--- config.mk ---
export PLATFORM = sky130hd
export DESIGN_NAME = mem_access_unit
export DESIGN_NICKNAME = d
export VERILOG_FILES = /design/src/rtl/mips_mem_pkg.sv /design/src/rtl/byte_lane_mux.sv /design/src/rtl/mem_access_unit.sv
export SDC_FILE = /design/constraint.sdc
export NUM_CORES = 1
export LEC_CHECK = 0
export ABC_AREA = 1
export CAP_MARGIN = 20
export CORE_UTILIZATION = 34
export DETAILED_ROUTE_END_ITERATION = 7
export MAX_ROUTING_LAYER = met4
export PLACE_DENSITY = 0.71
export SYNTH_ARGS = -nofsm -noshare
export SYNTH_HDL_FRONTEND = slang
export SYNTH_SLANG_ARGS = --single-unit
--- constraint.sdc ---
create_clock -name clk -period 2.84 [get_ports clk]
set_input_delay 0.426 -clock clk [delete_from_list [all_inputs] [get_ports clk]]
set_output_delay 0.426 -clock clk [all_outputs]
set_load 0.02 [all_outputs]
--- src/rtl/mips_mem_pkg.sv ---
// Shared definitions for the MEM-stage access unit.
// Contents:
//   - access size encodings carried on req_size
//   - FSM state encoding
//   - lane-mux operating modes
//   - lane offset helper
package mips_mem_pkg;

  localparam logic [1:0] SIZE_BYTE    = 2'b00;
  localparam logic [1:0] SIZE_HALF    = 2'b01;
  localparam logic [1:0] SIZE_WORD    = 2'b10;
  localparam logic [1:0] SIZE_ILLEGAL = 2'b11;

  typedef enum logic {
    IDLE     = 1'b0,
    MERGE_WR = 1'b1
  } state_t;

  // byte_lane_mux operating modes
  localparam int LANE_MODE_EXTRACT = 0;
  localparam int LANE_MODE_INSERT  = 1;

  // Half-word lane select, driven by addr[1]
  localparam logic HALF_LANE_LOW  = 1'b0;
  localparam logic HALF_LANE_HIGH = 1'b1;

  // Bit offset of byte lane k (little-endian: byte k lives at bits [8k+7:8k])
  function automatic logic [4:0] lane_shift(input logic [1:0] addr_lo);
    return {addr_lo, 3'b000};
  endfunction

endpackage

--- src/rtl/byte_lane_mux.sv ---
// Little-endian byte/half lane selector.
// MODE = LANE_MODE_EXTRACT:
//   result = the lane of word picked by addr_lo/size, sign- or zero-extended.
// MODE = LANE_MODE_INSERT:
//   result = word with that lane replaced by the low bits of wdata.
// In both modes, a word access passes the whole 32 bits through.
// Ports:
//   word        [31:0]  in   source word (read data from memory)
//   addr_lo     [1:0]   in   low address bits
//   size        [1:0]   in   access size
//   is_unsigned         in   zero-extend on extract when 1
//   wdata       [31:0]  in   right-aligned store data (insert mode)
//   result      [31:0]  out  extracted or merged word
module byte_lane_mux
  import mips_mem_pkg::*;
#(
  parameter int MODE = LANE_MODE_EXTRACT
) (
  input  logic [31:0] word,
  input  logic [1:0]  addr_lo,
  input  logic [1:0]  size,
  input  logic        is_unsigned,
  input  logic [31:0] wdata,
  output logic [31:0] result
);

  logic [7:0]  byte_sel;
  logic [15:0] half_sel;
  logic [31:0] extracted;
  logic [31:0] inserted;

  always_comb begin
    byte_sel = word[lane_shift(addr_lo) +: 8];
    half_sel = (addr_lo[1] == HALF_LANE_HIGH) ? word[31:16] : word[15:0];

    case (size)
      SIZE_BYTE: extracted = {{24{~is_unsigned & byte_sel[7]}}, byte_sel};
      SIZE_HALF: extracted = {{16{~is_unsigned & half_sel[15]}}, half_sel};
      default:   extracted = word;
    endcase

    inserted = word;
    case (size)
      SIZE_BYTE: inserted[lane_shift(addr_lo) +: 8] = wdata[7:0];
      SIZE_HALF: begin
        if (addr_lo[1] == HALF_LANE_HIGH) inserted[31:16] = wdata[15:0];
        else                              inserted[15:0]  = wdata[15:0];
      end
      default:   inserted = wdata;
    endcase

    result = (MODE == LANE_MODE_INSERT) ? inserted : extracted;
  end

endmodule

--- src/rtl/mem_access_unit.sv ---
// MEM-stage load/store unit in front of a word-addressed data memory.
// Behaviour:
//   - Word stores and all loads complete in one cycle.
//   - Byte/half stores do a read-modify-write: read and merge in IDLE
//     (stall high), then write the merged word in MERGE_WR.
//   - Misaligned or illegal-size requests are suppressed and flagged.
// Ports:
//   clk, reset (async, active-high)
//   req_valid, req_write, req_size[1:0], req_unsigned,
//   req_addr[31:0], req_wdata[31:0]          pipeline request
//   stall                                     hold request stable
//   load_data[31:0], load_valid, misaligned   registered results
//   mem_addr[31:0], mem_write_data[31:0],
//   mem_memwrite, mem_memread                 memory side
//   mem_read_data[31:0]                       combinational read word
module mem_access_unit
  import mips_mem_pkg::*;
#(
  parameter int CHECK_ALIGN = 1
) (
  input  logic        clk,
  input  logic        reset,
  input  logic        req_valid,
  input  logic        req_write,
  input  logic [1:0]  req_size,
  input  logic        req_unsigned,
  input  logic [31:0] req_addr,
  input  logic [31:0] req_wdata,
  output logic        stall,
  output logic [31:0] load_data,
  output logic        load_valid,
  output logic        misaligned,
  output logic [31:0] mem_addr,
  output logic [31:0] mem_write_data,
  output logic        mem_memwrite,
  output logic        mem_memread,
  input  logic [31:0] mem_read_data
);

  state_t      state, state_next;
  logic [31:0] merge_reg;
  logic [31:0] extract_word;
  logic [31:0] insert_word;
  logic        bad_align;
  logic        fault;
  logic        take_load;
  logic        take_sub_store;
  logic        flag_fault;

  byte_lane_mux #(.MODE(LANE_MODE_EXTRACT)) u_extract (
    .word        (mem_read_data),
    .addr_lo     (req_addr[1:0]),
    .size        (req_size),
    .is_unsigned (req_unsigned),
    .wdata       (req_wdata),
    .result      (extract_word)
  );

  byte_lane_mux #(.MODE(LANE_MODE_INSERT)) u_insert (
    .word        (mem_read_data),
    .addr_lo     (req_addr[1:0]),
    .size        (req_size),
    .is_unsigned (req_unsigned),
    .wdata       (req_wdata),
    .result      (insert_word)
  );

  // With alignment checking off, the lane mux simply ignores the low bits
  // that do not matter for the size, so only the illegal size can fault.
  always_comb begin
    bad_align = (CHECK_ALIGN != 0) &&
                (((req_size == SIZE_HALF) && req_addr[0]) ||
                 ((req_size == SIZE_WORD) && (req_addr[1:0] != 2'b00)));
    fault = (req_size == SIZE_ILLEGAL) || bad_align;
  end

  // Every output is forced low while reset is high; this also aborts a
  // pending merge write immediately.
  always_comb begin
    state_next     = state;
    stall          = 1'b0;
    mem_memread    = 1'b0;
    mem_memwrite   = 1'b0;
    mem_write_data = 32'd0;
    mem_addr       = 32'd0;
    take_load      = 1'b0;
    take_sub_store = 1'b0;
    flag_fault     = 1'b0;
    if (!reset) begin
      mem_addr = {2'b00, req_addr[31:2]};
      case (state)
        IDLE: begin
          if (req_valid) begin
            if (fault) begin
              flag_fault = 1'b1;
            end else if (req_write) begin
              if (req_size == SIZE_WORD) begin
                mem_memwrite   = 1'b1;
                mem_write_data = req_wdata;
              end else begin
                mem_memread    = 1'b1;
                stall          = 1'b1;
                take_sub_store = 1'b1;
                state_next     = MERGE_WR;
              end
            end else begin
              mem_memread = 1'b1;
              take_load   = 1'b1;
            end
          end
        end
        MERGE_WR: begin
          // Request is held stable by the stall, so mem_addr is still valid.
          mem_memwrite   = 1'b1;
          mem_write_data = merge_reg;
          state_next     = IDLE;
        end
        default: state_next = IDLE;
      endcase
    end
  end

  always_ff @(posedge clk or posedge reset) begin
    if (reset) begin
      state      <= IDLE;
      merge_reg  <= 32'd0;
      load_data  <= 32'd0;
      load_valid <= 1'b0;
      misaligned <= 1'b0;
    end else begin
      state      <= state_next;
      load_valid <= take_load;
      misaligned <= flag_fault;
      if (take_load)      load_data <= extract_word;
      if (take_sub_store) merge_reg <= insert_word;
    end
  end

endmodule

=== Word-level counts from Yosys, hierarchy flattened ===
Cells that the tools add are included.

* Output and inout bits: 101
* Logic and storage cells: 62
* Bits of input ports: 103
* Register bits: 67

* Bitwise operators: 4
* Reductions and logical operators: 6
* Eq/ne operators: 3
* Shift operators: 3
* Add/sub/neg operators: 1
* Mux-type cells: 40

{| class="wikitable"
|+ Operators with widths
! cell !! number
|-
| case mux 32 bit (2 select lines) || 3
|-
| 2-to-1 mux 32 bit || 5
|-
| 2-to-1 mux 16 bit || 3
|-
| bitwise mux 32 bit || 1
|-
| variable shift 8 x 7 -> 32 bit (first input constant) || 1
|-
| variable part select 32 x 6 -> 8 bit || 1
|-
| variable part select 8 x 7 -> 32 bit || 1
|-
| 2-to-1 mux 30 bit || 1
|-
| 2-to-1 mux 1 bit || 25
|-
| negation 5 -> 7 bit || 1
|-
| == test 2 bit (second input constant) || 2
|-
| case mux 1 bit (2 select lines) || 2
|-
| bitwise AND 1 bit || 2
|-
| == test 2 x 1 -> 1 bit (second input constant) || 1
|-
| logical AND 1 bit || 2
|-
| zero test 2 bit || 1
|-
| logical OR 1 bit || 2
|-
| inverter 1 bit || 2
|-
| nonzero test 2 bit || 1
|}

=== Depth between registers and ports, before layout ===
* Depth in word-level cells: 8
* Mapped depth: 12
* Gate-level depth less buffers: 10

=== Modules after synthesis ===
Synthesis repeated with hierarchy kept, for this count alone.

* Cells, all modules: 833
* Area, all modules: 5285.1 sq um

{| class="wikitable"
|+ By module, submodules not included
! module !! cells an instance !! area each (sq um) !! times used !! sequential area each (sq um)
|-
| mem_access_unit || 435 || 3339.5 || 1 || 1676.6
|-
| byte_lane_mux (u_insert) || 244 || 1121.1 || 1 || 0.0
|-
| byte_lane_mux (u_extract) || 154 || 824.5 || 1 || 0.0
|}

=== Least setup slack after synthesis ===
Ideal clock, no wire load.

* Kind: input to output
* Start: input req_addr[1]
* End: output mem_write_data[10]
* Stages on the path: 9
* Slack: 0.289 ns
* Required time: 2.414 ns
* Arrival time: 2.125 ns
* Cell sequence: buf_2 > inv_1 > clkbuf_1 > ha_1 > nand2_1 > nand3_4 > buf_1 > nand4_1 > a21oi_1

* Cells in the longest elaborated chain, start to end: 8

{| class="wikitable"
|+ Ends and longest elaborated chain
! what !! line !! source
|-
| start, declared || mem_access_unit.sv:27 || <nowiki>input logic [31:0] req_addr,</nowiki>
|-
| nonzero test 2 bit || mem_access_unit.sv:73 || <nowiki>((req_size == SIZE_WORD) && (req_addr[1:0] != 2'b00)));</nowiki>
|-
| logical AND 1 bit || mem_access_unit.sv:73 ||
|-
| logical OR 1 bit || mem_access_unit.sv:72 || <nowiki>(((req_size == SIZE_HALF) && req_addr[0]) ||</nowiki>
|-
| logical OR 1 bit || mem_access_unit.sv:74 || <nowiki>fault = (req_size == SIZE_ILLEGAL) || bad_align;</nowiki>
|-
| 2-to-1 mux 32 bit || mem_access_unit.sv:94 || <nowiki>if (fault) begin</nowiki>
|-
| 2-to-1 mux 32 bit || mem_access_unit.sv:93 || <nowiki>if (req_valid) begin</nowiki>
|-
| case mux 32 bit (2 select lines) || mem_access_unit.sv:91 || <nowiki>case (state)</nowiki>
|-
| 2-to-1 mux 32 bit || mem_access_unit.sv:89 || <nowiki>if (!reset) begin</nowiki>
|-
| end, declared || mem_access_unit.sv:34 || <nowiki>output logic [31:0] mem_write_data,</nowiki>
|}

No other way between the ends.

=== Worst setup path in the final report ===
* Start: input req_size[1]
* End: output mem_write_data[5]

* Cells in the longest elaborated chain, start to end: 8

{| class="wikitable"
|+ Ends and longest elaborated chain
! what !! line !! source
|-
| start, declared || mem_access_unit.sv:25 || <nowiki>input logic [1:0] req_size,</nowiki>
|-
| == test 2 x 1 -> 1 bit / == test 2 bit (equally long branches) || mem_access_unit.sv:72, mem_access_unit.sv:73, mem_access_unit.sv:97 ||
|-
| logical AND 1 bit, on equally long branches || mem_access_unit.sv:72, mem_access_unit.sv:73 ||
|-
| logical OR 1 bit || mem_access_unit.sv:72 ||
|-
| logical OR 1 bit || mem_access_unit.sv:74 ||
|-
| 2-to-1 mux 32 bit (*) || mem_access_unit.sv:94 ||
|-
| 2-to-1 mux 32 bit (*) || mem_access_unit.sv:93 ||
|-
| case mux 32 bit (2 select lines) (*) || mem_access_unit.sv:91 ||
|-
| 2-to-1 mux 32 bit (*) || mem_access_unit.sv:89 ||
|}

Every way passes the cells marked *; elsewhere a longest branch is shown, timed or not.

==> flow_metrics.env <==
export IMPL_grt_overflow_total=0
export IMPL_drive_gt1_share_pct=6.45
export IMPL_power_density_nw_per_um2=482
export IMPL_io_buffers=201
export IMPL_dr_pass1_iters=5
export IMPL_wl_met3_um=1700
export IMPL_required_ps=2410
export IMPL_rsz0062_at_grt="no"
export IMPL_yosysSeqAreaShare_pct=29.6
export IMPL_clockRootBuffer="clkbuf_16"
export IMPL_coreArea_um2=16100
export IMPL_startpoint_type="input pin"
export IMPL_crit_buf_inv=5
export IMPL_final_common_cell="nand2_1"
export IMPL_hpwl_um=17200
export IMPL_grt_pass1_vias=6310
export IMPL_start_util_pct=35.3
export IMPL_tightest_slew_ps=518
export IMPL_grt_usage_pct=27.1
export IMPL_vdd_drop_max_mv=0.307
export IMPL_syn_inst=978
export IMPL_crit_fanout=11
export IMPL_max_freq_mhz=373
export IMPL_drc_errors=0
export IMPL_highest_layer="met4"
export IMPL_max_cap_violations=0
export IMPL_wl_met2_um=9920
export IMPL_report_final_hold_viol_count=0
export IMPL_status="finished clean"
export IMPL_nets=1281
export IMPL_maxSlewHeadroom_pct=65.3
export IMPL_synthesis_area_um2=5670
export IMPL_cts_max_level=3
export IMPL_grt_max_degree=51
export IMPL_final_core_util_pct=51.3
export IMPL_clock_sinks=67
export IMPL_grt_pass1_wl_um=35100
export IMPL_cts_tree="done"
export IMPL_hold_path_class="in2async"
export IMPL_leakagePower_nw=4.48
export IMPL_avgSynthCellArea_um2=5.80
export IMPL_yosys_area_top_type="dfrtp_1"
export IMPL_ant_nets=0
export IMPL_critical_path_slowest_cell="clkdlybuf4s50_1"
export IMPL_wirelength_met1_um=10000
export IMPL_synth_area_leaders="dfrtp_1 (30%), nand2_1 (26%), inv_1 (8.4%)"
export IMPL_critPathArrivalTime_ps=2250
export IMPL_area_growth_pct=45.4
export IMPL_gp_routability_congestion=0.995
export IMPL_cts_buffers=9
export IMPL_routed_wl_um=22200
export IMPL_crit_top_cell="buf_4"
export IMPL_cp_top_family="buffers and inverters"
export IMPL_finalMaxSlewViolations=0
export IMPL_antennaDiodeCount=0
export IMPL_clk_path_buf_depth=2
export IMPL_cpPeakStageDelay_ps=490
export IMPL_path_class="in2out"
export IMPL_wl_per_cell_um=15.9
export IMPL_ys_warn_count=0
export IMPL_period_needed_ps=2680
export IMPL_io_pins=204
export IMPL_fp_dieArea_um2=17200
export IMPL_end_kind="output port"
export IMPL_via_per_inst=4.91
export IMPL_route_vias_total=6848
export IMPL_num_rows=46
export IMPL_clock_latency_ps=350
export IMPL_ys_ff_latch=67
export IMPL_die_x_um=131
export IMPL_clock_skew_ps=5.98
export IMPL_dr_first_iter_drc_count=509
export IMPL_finalSetupTns_ps=0
export IMPL_dp_slack_ps=-135
export IMPL_yosysTopAreaCellShare_pct=29.6
export IMPL_antenna_found_initial=0
export IMPL_fp_dieH_um=131
export IMPL_final_cell_mix="nand2_1 (388), clkdlybuf4s50_1 (165), inv_1 (126), nor2_1 (117), dfrtp_1 (67)"
export IMPL_setup_slack_ps=162
export IMPL_crit_chain="clkdlybuf4s50_1 -> inv_2 -> nor2_1 -> buf_4 -> nand2_1 -> nor2_2 -> buf_4 -> nand4_1 -> a21oi_1 -> dlygate4sd2_1"
export IMPL_post_route_period_util_pct=94.3
export IMPL_setup_viol=0
export IMPL_path_clk_slew_ps=60
export IMPL_ys_types=30
-- cell families (layout without fill, tap and decap cells) --
family / Yosys count / in the layout / share of synthesized area [%]
other: 1 / 2 / 0.0662
AO/OA/AOI/OAI: 139 / 139 / 13.6
adder cells (fa/ha/maj): 5 / 5 / 1.10
flip-flops: 67 / 67 / 29.6
AND/OR/NAND/NOR: 573 / 573 / 41.4
buffers and inverters: 193 / 392 / 14.2
-- worst min-delay path, stage by stage --
cell,delay (ps)
buf_2,130
buf_4,210
inv_2,360
-- final timing paths --
path	from	end	slack, ps	cells past startpoint
max	req_size[1]	mem_write_data[5]	160	10
min	reset	merge_reg[11]	350	3
max reg2reg	state	load_data[21]	910	5
min reg2reg	merge_reg[10]	merge_reg[10]	480	2
max in group asynchronous	reset	load_data[6]	1820	4
min in group clk	merge_reg[10]	merge_reg[10]	480	2
-- where the power goes --
group / internal, W / switching (W)
logic: 0.000665 / 0.000834
registers: 0.00120 / 0.000144
clock network: 0.000680 / 0.000445
-- final cells by class --
| cell class | instances | area [um^2] |
|---|---|---|
| fill | 1635 | 7820 |
| multi-input combinational | 719 | 3190 |
| timing repair buffer | 242 | 2300 |
| sequential | 67 | 1680 |
| inverter | 134 | 503 |
| tap | 216 | 270 |
| clock buffer | 10 | 229 |
| clock inverter | 6 | 65.1 |
-- synthesized netlist by cell type (all sizes together) --
cell type	count
clkinv	2
a21oi	63
o211ai	8
inv	132
buf	40
nand4	40
ha	5
nand2	391
and3	1
dfrtp	67
a22oi	4
conb	1
a21boi	16
nand3	19
nor4	1
nor2	120
o21ai	48
nor3	1
clkbuf	19
-- metal layers --
metal | track usage, % | up-vias
met5 | - | -
met4 | 10.8 | 0
met3 | 4.21 | 36
met2 | 41.4 | 327
met1 | 35.6 | 3080
li1 | - | 3405
-- metrics by stage --
stage                     total power, W  cell area (um^2)  cells  hold WS, ps
after floorplan                  0.00214              5670    979          449
after global placement           0.00284              7980   1378          464
after detailed placement         0.00285              7980   1378          465
after CTS                        0.00399              8230   1394          355
after global routing             0.00420              8240   1394          388
final                            0.00397              8240   1394          351
-- what timing repair did --
action | in CTS | in global routing
setup endpoints to repair | 33 | 2
hold buffers | 0 | 0
resized for setup | 33 | 2
setup buffers | 0 | 0
Power figures use the tool's default switching activity.
